$ cat config.mk
export PLATFORM = sky130hd
export DESIGN_NAME = symbol_seq_tx
export DESIGN_NICKNAME = d
export VERILOG_FILES = /design/src/rtl/symbol_seq_tx.sv
export SDC_FILE = /design/constraint.sdc
export NUM_CORES = 1
export LEC_CHECK = 0
export CAP_MARGIN = 15
export CORE_MARGIN = 2
export CORE_UTILIZATION = 35
export CTS_BUF_LIST = sky130_fd_sc_hd__clkbuf_4 sky130_fd_sc_hd__clkbuf_8
export CTS_CLUSTER_DIAMETER = 80
export DETAILED_ROUTE_END_ITERATION = 8
export PLACE_DENSITY = 0.53
export SLEW_MARGIN = 20
export SYNTH_ARGS = -nofsm -noshare
export SYNTH_HDL_FRONTEND = slang
export SYNTH_SLANG_ARGS = --single-unit
export TNS_END_PERCENT = 30
$ cat constraint.sdc
create_clock -name clk -period 4.05 [get_ports clk]
set_input_delay 0.81 -clock clk [delete_from_list [all_inputs] [get_ports clk]]
set_output_delay 0.81 -clock clk [all_outputs]
set_load 0.03 [all_outputs]
$ cat src/rtl/symbol_seq_tx.sv
// Frame transmitter for the two-bit symbol interface: clears the downstream
// detector, plays out up to MAX_SYM symbols, then captures the detector's o1.
module symbol_seq_tx #(
  parameter int MAX_SYM = 8,
  parameter int DIV_W   = 8
) (
  input  logic                   clk,
  input  logic                   rst,
  input  logic                   load_valid,
  output logic                   load_ready,
  input  logic [2*MAX_SYM-1:0]   load_syms,
  input  logic [3:0]             load_len,
  input  logic [DIV_W-1:0]       load_div,
  output logic                   det_rst,
  output logic                   i1,
  output logic                   i2,
  input  logic                   o1,
  output logic                   busy,
  output logic                   done,
  output logic                   result
);

  localparam int IDX_W = $clog2(MAX_SYM) + 1;

  typedef enum logic [2:0] {IDLE, CLEAR, SEND, SETTLE, DONE} state_t;

  state_t               state;
  logic [2*MAX_SYM-1:0] syms_sh;
  logic [2*MAX_SYM-1:0] syms_next;
  logic [IDX_W-1:0]     len_q;
  logic [IDX_W-1:0]     idx;
  logic [IDX_W-1:0]     len_clamped;
  logic [DIV_W-1:0]     div_q;
  logic [DIV_W-1:0]     hold;
  logic                 phase;

  always_comb begin
    len_clamped = IDX_W'(MAX_SYM);
    if (int'(load_len) <= MAX_SYM) len_clamped = IDX_W'(load_len);
  end

  // The current symbol always sits in the low two bits of the shift register.
  assign syms_next  = syms_sh >> 2;
  assign load_ready = (state == IDLE);
  assign busy       = (state != IDLE);

  always_ff @(posedge clk) begin
    if (rst) begin
      state   <= IDLE;
      det_rst <= 1'b1;
      i1      <= 1'b0;
      i2      <= 1'b0;
      done    <= 1'b0;
      result  <= 1'b0;
      syms_sh <= '0;
      len_q   <= '0;
      div_q   <= '0;
      idx     <= '0;
      hold    <= '0;
      phase   <= 1'b0;
    end else begin
      case (state)
        IDLE: begin
          det_rst <= 1'b0;
          {i1, i2} <= 2'b00;
          done    <= 1'b0;
          if (load_valid) begin
            syms_sh <= load_syms;
            len_q   <= len_clamped;
            div_q   <= load_div;
            phase   <= 1'b0;
            det_rst <= 1'b1;
            state   <= CLEAR;
          end
        end
        CLEAR: begin
          if (!phase) begin
            phase <= 1'b1;
          end else begin
            phase   <= 1'b0;
            det_rst <= 1'b0;
            hold    <= '0;
            idx     <= '0;
            if (len_q == '0) begin
              state <= SETTLE;
            end else begin
              {i1, i2} <= syms_sh[1:0];
              state    <= SEND;
            end
          end
        end
        SEND: begin
          if (hold == div_q) begin
            hold <= '0;
            if (idx == len_q - IDX_W'(1)) begin
              {i1, i2} <= 2'b00;
              state    <= SETTLE;
            end else begin
              idx      <= idx + IDX_W'(1);
              syms_sh  <= syms_next;
              {i1, i2} <= syms_next[1:0];
            end
          end else begin
            hold <= hold + DIV_W'(1);
          end
        end
        SETTLE: begin
          // o1 is sampled on the edge closing the second settle cycle.
          if (!phase) begin
            phase <= 1'b1;
          end else begin
            phase  <= 1'b0;
            result <= o1;
            done   <= 1'b1;
            state  <= DONE;
          end
        end
        DONE: begin
          done  <= 1'b0;
          state <= IDLE;
        end
        default: state <= IDLE;
      endcase
    end
  end

endmodule

==> impl_metrics.tcl, run 1 <==
set metrics [dict create \
    yosys.area.top_type "dfxtp_1" \
    via_count 2256 \
    period_share_pct 68.14 \
    synth_xor_xnor_area_share_pct 5.650 \
    grt_pass1_wl_mm 9.735 \
    rsz0062_at_grt "false" \
    gp_congestion 0.7533 \
    io_pins 39 \
    antenna_cells 0 \
    slew_headroom_pct 35.11 \
    cts.clk_slew.worst_paths_ns 0.08 \
    min_path_type "flop to flop" \
    grt_pass1_vias 2006 \
    worst-path-max-fanout 18 \
    worstPathRequired_ns 3.24 \
    ant_nets 0 \
    fin_skew_ns 0.003148 \
    synth_area_leaders "dfxtp_1 (40%), nand2_1 (10%), a311oi_1 (5.8%), a21oi_1 (5.5%), a31oi_1 (4.4%)" \
    root_buffer "clkbuf_8" \
    cts_setup_buffers 0 \
    status "completed" \
    synth-compound-area-share_pct 24.96 \
    first_pass_iters 4 \
    initial_core_util_pct 36.06 \
    leakage_nw 1.063 \
    nets 365 \
    drive_above_1_share_pct 6.364 \
    drt_iter0_drc 95 \
    ys.flop_type "dfxtp_1" \
    synth_area_per_cell_um2 8.093 \
    setup_viol 0 \
    dp.final_hpwl_mm 4.147 \
    wl_mm 5.880 \
    holdWs_ns 0.4543 \
    fin_crit_ns 2.760 \
    cts_tree "built" \
    wire_per_inst_um 14.34 \
    cts_sinks 49 \
    num_rows 30 \
    synthesis.nets 336 \
    worstSetupStartpoint "state[1]" \
    die_x_um 87.43 \
    crit_path_start_kind "flop" \
    cts.repair.resized 0 \
    core_um2 6756 \
    synth_mux_area_share_pct 0 \
    track_usage_pct 16.05 \
    r2r_end "syms_sh[7]" \
    area_growth_pct 21.57 \
    vdd_drop_max_mv 0.1523 \
    cp-endpoint "load_ready" \
    tightest_slew_ns 0.9733 \
    crit_type "flop to output pin" \
    yosysSeqAreaShare_pct 40.27 \
    maxCapViolations 0 \
    hold_viol 0 \
    syn_area_um2 2436 \
    synth_warnings 0 \
    port_buffers 38 \
    ctsHoldBuffers 0 \
    clock_latency_ns 0.30 \
    clk_path_buf_depth 2 \
    drv_slew 0 \
    worstSetupEndpointType "output pin" \
    cts-htree-levels 2 \
    synth_edf_count 0 \
    rr_worst_depth 6 \
    antenna_found_initial 0 \
    synth_fa_ha_area_share_pct 1.541 \
    syn_inst 301 \
    crit_arrival_ns 1.95 \
    cts_buffers 5 \
    p_per_area_nw_per_um2 348.9 \
    ys_ff_latch 49 \
    die_area_um2 7644 \
    drcViolationCount 0 \
    grt-ovfl-total 0 \
    fmax_mhz 362.4 \
    synth.top_cell.area_share_pct 40.27 \
    synth_top_family_by_area "compound AO/OA/AOI/OAI gates" \
    die_h_um 87.43 \
    synth_simple_gate_area_share_pct 23.27 \
    synthDistinctLibCells 44 \
    vias_per_cell 5.502 \
    tns_ns 0 \
    grt_max_degree 47 \
    r2r-start "state[2]" \
    worst-r2r-setup-slack_ns 1.47 \
    async_flop_share_pct 0 \
]
[cell usage after synthesis (5+ instances only)]
library cell,count
nor3_1,9
a31oi_1,17
clkbuf_1,15
o21ai_0,5
nand2_1,65
nand3_1,8
a21oi_1,27
dfxtp_1,49
buf_2,6
xnor2_1,11
nor2_1,8
a311oi_1,16
[area by class of cell]
type                    instances  area [µm²]
fillers                       699        3795
multi-input cells             226        1350
flip-flops and latches         49       980.9
repair buffers                 44       425.4
well taps                      80       100.1
clock buffers                   7       90.09
inverters                       4       15.01
[stage by stage]
step / power [mW] / worst slack, ns / cells / area (µm²) / utilization, %
2_1_floorplan: 0.6694 / 1.577 / 301 / 2436 / -
3_3_place_gp: 0.7454 / 1.585 / 403 / 2872 / 42.50
3_5_place_dp: 0.7457 / 1.491 / 403 / 2872 / 42.50
4_1_cts: 1.047 / 1.275 / 410 / 2962 / 43.83
5_1_grt: 1.091 / 1.219 / 410 / 2962 / 43.83
6_report: 1.033 / 1.290 / 410 / 2962 / 43.83
[per-layer routing]
metal / vias to the layer above / track usage (%) / wire length, µm
li1: 1158 / - / -
met1: 1045 / 22.83 / 2906
met2: 46 / 24.59 / 2712
met3: 7 / 2.844 / 193
met4: 0 / 5.035 / 68
met5: - / 0 / 0
[registers in the layout, indices dropped and copies added, names as in the netlist]
signal   flops
syms_sh     16
div_q        8
hold         8
idx          4
len_q        4
state        3
det_rst      1
done         1
i1           1
i2           1
phase        1
result       1
[worst min-delay path by stage]
stage,startpoint,to,depth (start not counted)
finish,result,result,2
global route,syms_sh[14],syms_sh[14],2
CTS,result,result,2
detailed placement,result,result,2
global placement,result,result,2
floorplan,syms_sh[14],syms_sh[14],2
[critical path: stages, from the launching register on]
cell,delay [ns]
dfxtp_1,0.30
buf_4,0.19
nor3_1,0.40
clkdlybuf4s50_1,0.76
[power breakdown]
group	switching [mW]	internal, mW	total (mW)
sequential	0.0195	0.511	0.531
combinational	0.114	0.0893	0.203
clock	0.156	0.143	0.299
total	0.290	0.743	1.03
[logic make-up after synthesis]
group	after synthesis
AO/OA/AOI/OAI	89
XOR/XNOR	14
adder cells (fa/ha/maj)	3
buffers and inverters	26
flip-flops	49
AND/OR/NAND/NOR	120
[cells in the final DEF, fill, tap and decap left out, types with 5 or more instances in the layout]
master / netlist / routed
a21oi_1: 27 / 27
a311oi_1: 16 / 16
a31oi_1: 17 / 17
buf_4: 0 / 6
clkbuf_8: 0 / 6
clkdlybuf4s50_1: 0 / 38
dfxtp_1: 49 / 49
nand2_1: 65 / 65
nand3_1: 8 / 8
nor2_1: 8 / 8
nor3_1: 9 / 9
o21ai_0: 5 / 5
xnor2_1: 11 / 11
(Power assumes the default switching activity.)
==> inputs of run 2 (changes only) <==
clock period = 2.8 ns   (was 4.05 ns; I/O delays follow)
==> run 2 against run 1 <==
Combinational power grew 43%; via count is 1.2% higher; register-to-register slack worse by 0.78 ns; sequential share of layout area shrank 0.66 points; hold slack improved by 0.0090 ns; critical path depth down 1; final area is 2.0% higher; core utilization rose by 0.89 points; first-iteration DRC count is 22% higher; clock skew up 0.0072 ns; worst setup slack worse by 0.96 ns; count of clock-buffer cells in the layout decreased by 1; critical path type unchanged; critical endpoint unchanged; largest cell class unchanged; largest power group unchanged.
==> impl_metrics.tcl, run 2 (synthesized netlist as in run 1, its figures left out) <==
set metrics [dict create \
    die_area_um2 7644 \
    place_area_um2 2902 \
    fin_crit_ns 2.470 \
    leakage_nw 1.092 \
    cts_sinks 49 \
    largest_register_ffs 16 \
    cts_tree "built" \
    track_usage_pct 16.18 \
    fin_cells 415 \
    p_comb_share_pct 18.1 \
    tns_ns 0 \
    die_h_um 87.43 \
    worstSetupEndpointType "output pin" \
    final_cell_mix "nand2_1 (65), dfxtp_1 (49), clkdlybuf4s50_1 (38)" \
    grt_max_degree 25 \
    root_buffer "clkbuf_8" \
    clk_path_buf_depth 2 \
    die_x_um 87.43 \
    drcViolationCount 0 \
    cts-htree-levels 2 \
    nets 369 \
    fin_ws_ns 0.3304 \
    initial_core_util_pct 36.06 \
    core_um2 6756 \
    drv_slew 0 \
    via_count 2282 \
    p_int_mw 1.163 \
    largestRegisters "syms_sh: 16 flops, div_q: 8 flops, hold: 8 flops" \
    num_rows 30 \
    grt_pass1_wl_mm 9.901 \
    worst-path-max-fanout 16 \
    stdcell_area_um2 3022 \
    wl_mm 6.028 \
    clock_latency_ns 0.31 \
    swShare_pct 27.59 \
    rsz0062_at_grt "false" \
    ant_nets 0 \
    dp_cells 407 \
    gp_congestion 0.7650 \
    layout_commonest_cell "nand2_1" \
    fin_util_pct 44.72 \
    p_sw_mw 0.4430 \
    grt_pass1_vias 2066 \
    largest-register "syms_sh" \
    fmax_mhz 404.9 \
    vdd_drop_max_mv 0.3486 \
    cts_buffers 5 \
    cts.repair.resized 0 \
    vias_per_cell 5.499 \
    dp.final_hpwl_mm 4.247 \
    rr_worst_depth 8 \
    ctsHoldBuffers 0 \
    cts.clk_slew.worst_paths_ns 0.09 \
    antenna_cells 0 \
    crit_path_start_kind "flop" \
    io_pins 39 \
    maxCapViolations 0 \
    slew_headroom_pct 57.43 \
    holdWs_ns 0.4634 \
    total_power_mw 1.606 \
    crit_arrival_ns 1.91 \
    first_pass_iters 4 \
    antenna_found_initial 0 \
    sequentialPowerShare_pct 48.3 \
    area_growth_pct 24.04 \
    drive_above_1_share_pct 7.761 \
    grt-ovfl-total 0 \
    drt_iter0_drc 116 \
    fin_skew_ns 0.01038 \
    tightest_slew_ns 0.6386 \
    hold_viol 0 \
    pre_cts_ws_ns 0.6782 \
    clkPwrFrac_pct 33.6 \
    cts_setup_buffers 0 \
    port_buffers 38 \
    setup_viol 0 \
    period_share_pct 88.20 \
    status "completed" \
    worstPathRequired_ns 2.24 \
    crit_type "flop to output pin" \
    holdPathStages 2 \
    wire_per_inst_um 14.53 \
    fill_cells 708 \
    p_per_area_nw_per_um2 531.4 \
    min_path_type "flop to flop" \
]
==> run 2: changes by cell type in the layout (fill, tap and decap cells not counted), sizes merged <==
| cell | before | now |
|---|---|---|
| buf | 6 | 10 |
| clkbuf | 7 | 6 |
| bufinv | 0 | 1 |
| clkinvlp | 0 | 1 |
==> run 2: layout make-up <==
| class | instances | area [µm²] | share of cell area, % |
|---|---|---|---|
| sequential | 49 | 980.9 | 32.46 |
| timing repair buffer | 48 | 455.4 | 15.07 |
| tap | 80 | 100.1 | 3.313 |
| clock buffer | 6 | 82.58 | 2.733 |
| inverter | 4 | 15.01 | 0.4969 |
| multi-input combinational | 226 | 1350 | 44.68 |
| clock inverter | 2 | 37.54 | 1.242 |
==> run 2: worst paths after layout <==
path / from / end / slack, ns
max: state[0] / load_ready / 0.33
min: result / result / 0.46
max reg2reg: len_q[0] / syms_sh[6] / 0.69
min reg2reg: result / result / 0.46
==> run 2: per-layer routing <==
metal  routed length [µm]  vias up  track usage (%)
li1                     -     1166                -
met1                 3014     1080            22.47
met2                 2774       32            25.69
met3                  187        4            2.844
met4                   52        0            4.615
met5                    0        -                0
==> run 2: power groups by stage <==
stage | Combinational, mW | Clock [mW] | Sequential (mW)
after floorplan | 0.187 | 0 | 0.782
after global placement | 0.289 | 0 | 0.792
after detailed placement | 0.290 | 0 | 0.792
after CTS | 0.291 | 0.555 | 0.776
after global routing | 0.321 | 0.579 | 0.782
final | 0.290 | 0.540 | 0.775
==> run 2: worst max-delay path, stage by stage, from the launching register on <==
cell             delay, ns
dfxtp_1               0.48
nor3_1                0.38
clkdlybuf4s50_1       0.75
==> inputs of run 3 (changes only) <==
CORE_UTILIZATION = 30   (was 35)
PLACE_DENSITY = 0.47   (was 0.53)
==> run 3 against run 2 <==
Sequential power is essentially flat; critical path depth stayed put; clock skew decreased by 0.0069 ns; register-to-register slack got worse by 0.08 ns; first-iteration DRC count increased by 4.3%; count of clock-buffer cells in the layout is 1 higher; sequential cell count is the same; maximum frequency is 2.7% lower; final cell count increased by 5.3%; core utilization is 5.9 points lower; global-route usage down 1.3 points; critical path type unchanged; critical endpoint unchanged; highest routed layer unchanged.
==> impl_metrics.tcl, run 3 (synthesized netlist as in run 1, its figures left out) <==
set metrics [dict create \
    cts.repair.resized 0 \
    port_buffers 38 \
    io_pins 39 \
    ant_nets 0 \
    largest_register_ffs 16 \
    track_usage_pct 14.87 \
    crit_type "flop to output pin" \
    largest-register "syms_sh" \
    r2r-start "state[0]" \
    hold_end "result" \
    cts_sinks 49 \
    path_cells "nor3_1 -> clkdlybuf4s50_1" \
    fin_skew_ns 0.003429 \
    grt_pass1_vias 2143 \
    final_cell_mix "nand2_1 (65), dfxtp_1 (49), clkdlybuf4s50_1 (38)" \
    worstPathRequired_ns 2.24 \
    p_sw_mw 0.4327 \
    clkPwrFrac_pct 30.2 \
    drive_above_1_share_pct 7.761 \
    rsz0062_at_grt "false" \
    cp.depth 2 \
    fill_cells 833 \
    clock_latency_ns 0.30 \
    hp-start "result" \
    worst-r2r-setup-slack_ns 0.61 \
    status "completed" \
    worstSetupEndpointType "output pin" \
    sequentialPowerShare_pct 50.7 \
    p_comb_share_pct 19.2 \
    first_pass_iters 4 \
    die_area_um2 8857 \
    gp_congestion 0.7658 \
    grt_pass1_wl_mm 10.37 \
    cts-htree-levels 2 \
    fmax_mhz 393.8 \
    area_growth_pct 24.40 \
    p_int_mw 1.095 \
    wl_mm 6.277 \
    leakage_nw 1.090 \
    slew_headroom_pct 64.12 \
    crit_path_start_kind "flop" \
    largestRegisters "syms_sh: 16 flops, div_q: 8 flops, hold: 8 flops" \
    dp.final_hpwl_mm 4.354 \
    via_count 2246 \
    cts_buffers 5 \
    vdd_drop_max_mv 0.2648 \
    vias_per_cell 5.140 \
    fin_cells 437 \
    rr_worst_depth 5 \
    cts_setup_buffers 0 \
    die_x_um 94.11 \
    core_um2 7807 \
    period_share_pct 90.69 \
    critPathBufInv 1 \
    grt_max_degree 48 \
    drv_slew 0 \
    clk_path_buf_depth 2 \
    wire_per_inst_um 14.36 \
    critPathMaxStageDelay_ns 0.76 \
    slowest_stage "clkdlybuf4s50_1" \
    p_per_area_nw_per_um2 504.2 \
    antenna_found_initial 0 \
    dp_cells 429 \
    swShare_pct 28.32 \
    initial_core_util_pct 31.20 \
    die_h_um 94.11 \
    worst-path-max-fanout 16 \
    nets 369 \
    crit_family "buffers and inverters" \
    fin_crit_ns 2.539 \
    min_path_type "flop to flop" \
    place_area_um2 2929 \
    root_buffer "clkbuf_8" \
    ctsHoldBuffers 0 \
    num_rows 32 \
    crit_arrival_ns 1.98 \
    hold_viol 0 \
    cts_tree "built" \
    maxCapViolations 0 \
    tightest_slew_ns 0.5382 \
    grt-ovfl-total 0 \
    antenna_cells 0 \
    setup_viol 0 \
    tns_ns 0 \
    layout_commonest_cell "nand2_1" \
    holdPathStages 2 \
    drt_iter0_drc 121 \
    drcViolationCount 0 \
    cts.clk_slew.worst_paths_ns 0.09 \
    stdcell_area_um2 3030 \
    r2r_end "idx[2]" \
]
run 3: how the worst max path moves through the flow:
stage	start	slack, ns	endpoint
final	state[0]	0.26	load_ready
after CTS	state[0]	0.23	load_ready
after detailed placement	state[0]	0.58	load_ready
after global routing	state[0]	0.09	load_ready
after floorplan	state[1]	0.58	busy
after global placement	state[0]	0.63	load_ready
run 3: stage by stage:
stage | utilization, % | hold slack, ns | setup WS [ns] | total power, mW
after floorplan | - | 0.4443 | 0.5765 | 0.9682
after global placement | 37.52 | 0.4444 | 0.6278 | 1.083
after detailed placement | 37.52 | 0.4498 | 0.5758 | 1.084
after CTS | 38.81 | 0.4625 | 0.2350 | 1.550
after global routing | 38.81 | 0.4839 | 0.09051 | 1.609
final | 38.81 | 0.4619 | 0.2607 | 1.528
run 3: worst min-delay path, delay by kind of cell (launching register included):
kind	cells	cell delay, ns
flops	1	0.32
simple gates	1	0.05
compound gates	1	0.05
run 3: routing by layer:
layer / up-vias / share of wire (%) / GRT usage (%)
met2: 35 / 45 / 23.51
met3: 4 / 3.6 / 2.648
met4: 0 / 1.0 / 4.710
li1: 1162 / - / -
met1: 1045 / 50 / 20.51
met5: - / 0 / 0
run 3: cell type report:
type	instances	area, µm²	share of cell area [%]
multi-input combinational	226	1350	44.55
tap	102	127.6	4.211
inverter	4	15.01	0.4955
timing repair buffer	48	455.4	15.03
clock inverter	1	5.005	0.1652
clock buffer	7	96.34	3.179
sequential	49	980.9	32.37
run 3: power by group through the flow:
stage | combinational [mW] | sequential [mW] | clock (mW)
6_report | 0.293 | 0.774 | 0.461
3_3_place_gp | 0.293 | 0.790 | 0
2_1_floorplan | 0.187 | 0.782 | 0
4_1_cts | 0.295 | 0.774 | 0.481
3_5_place_dp | 0.294 | 0.790 | 0
5_1_grt | 0.327 | 0.781 | 0.502
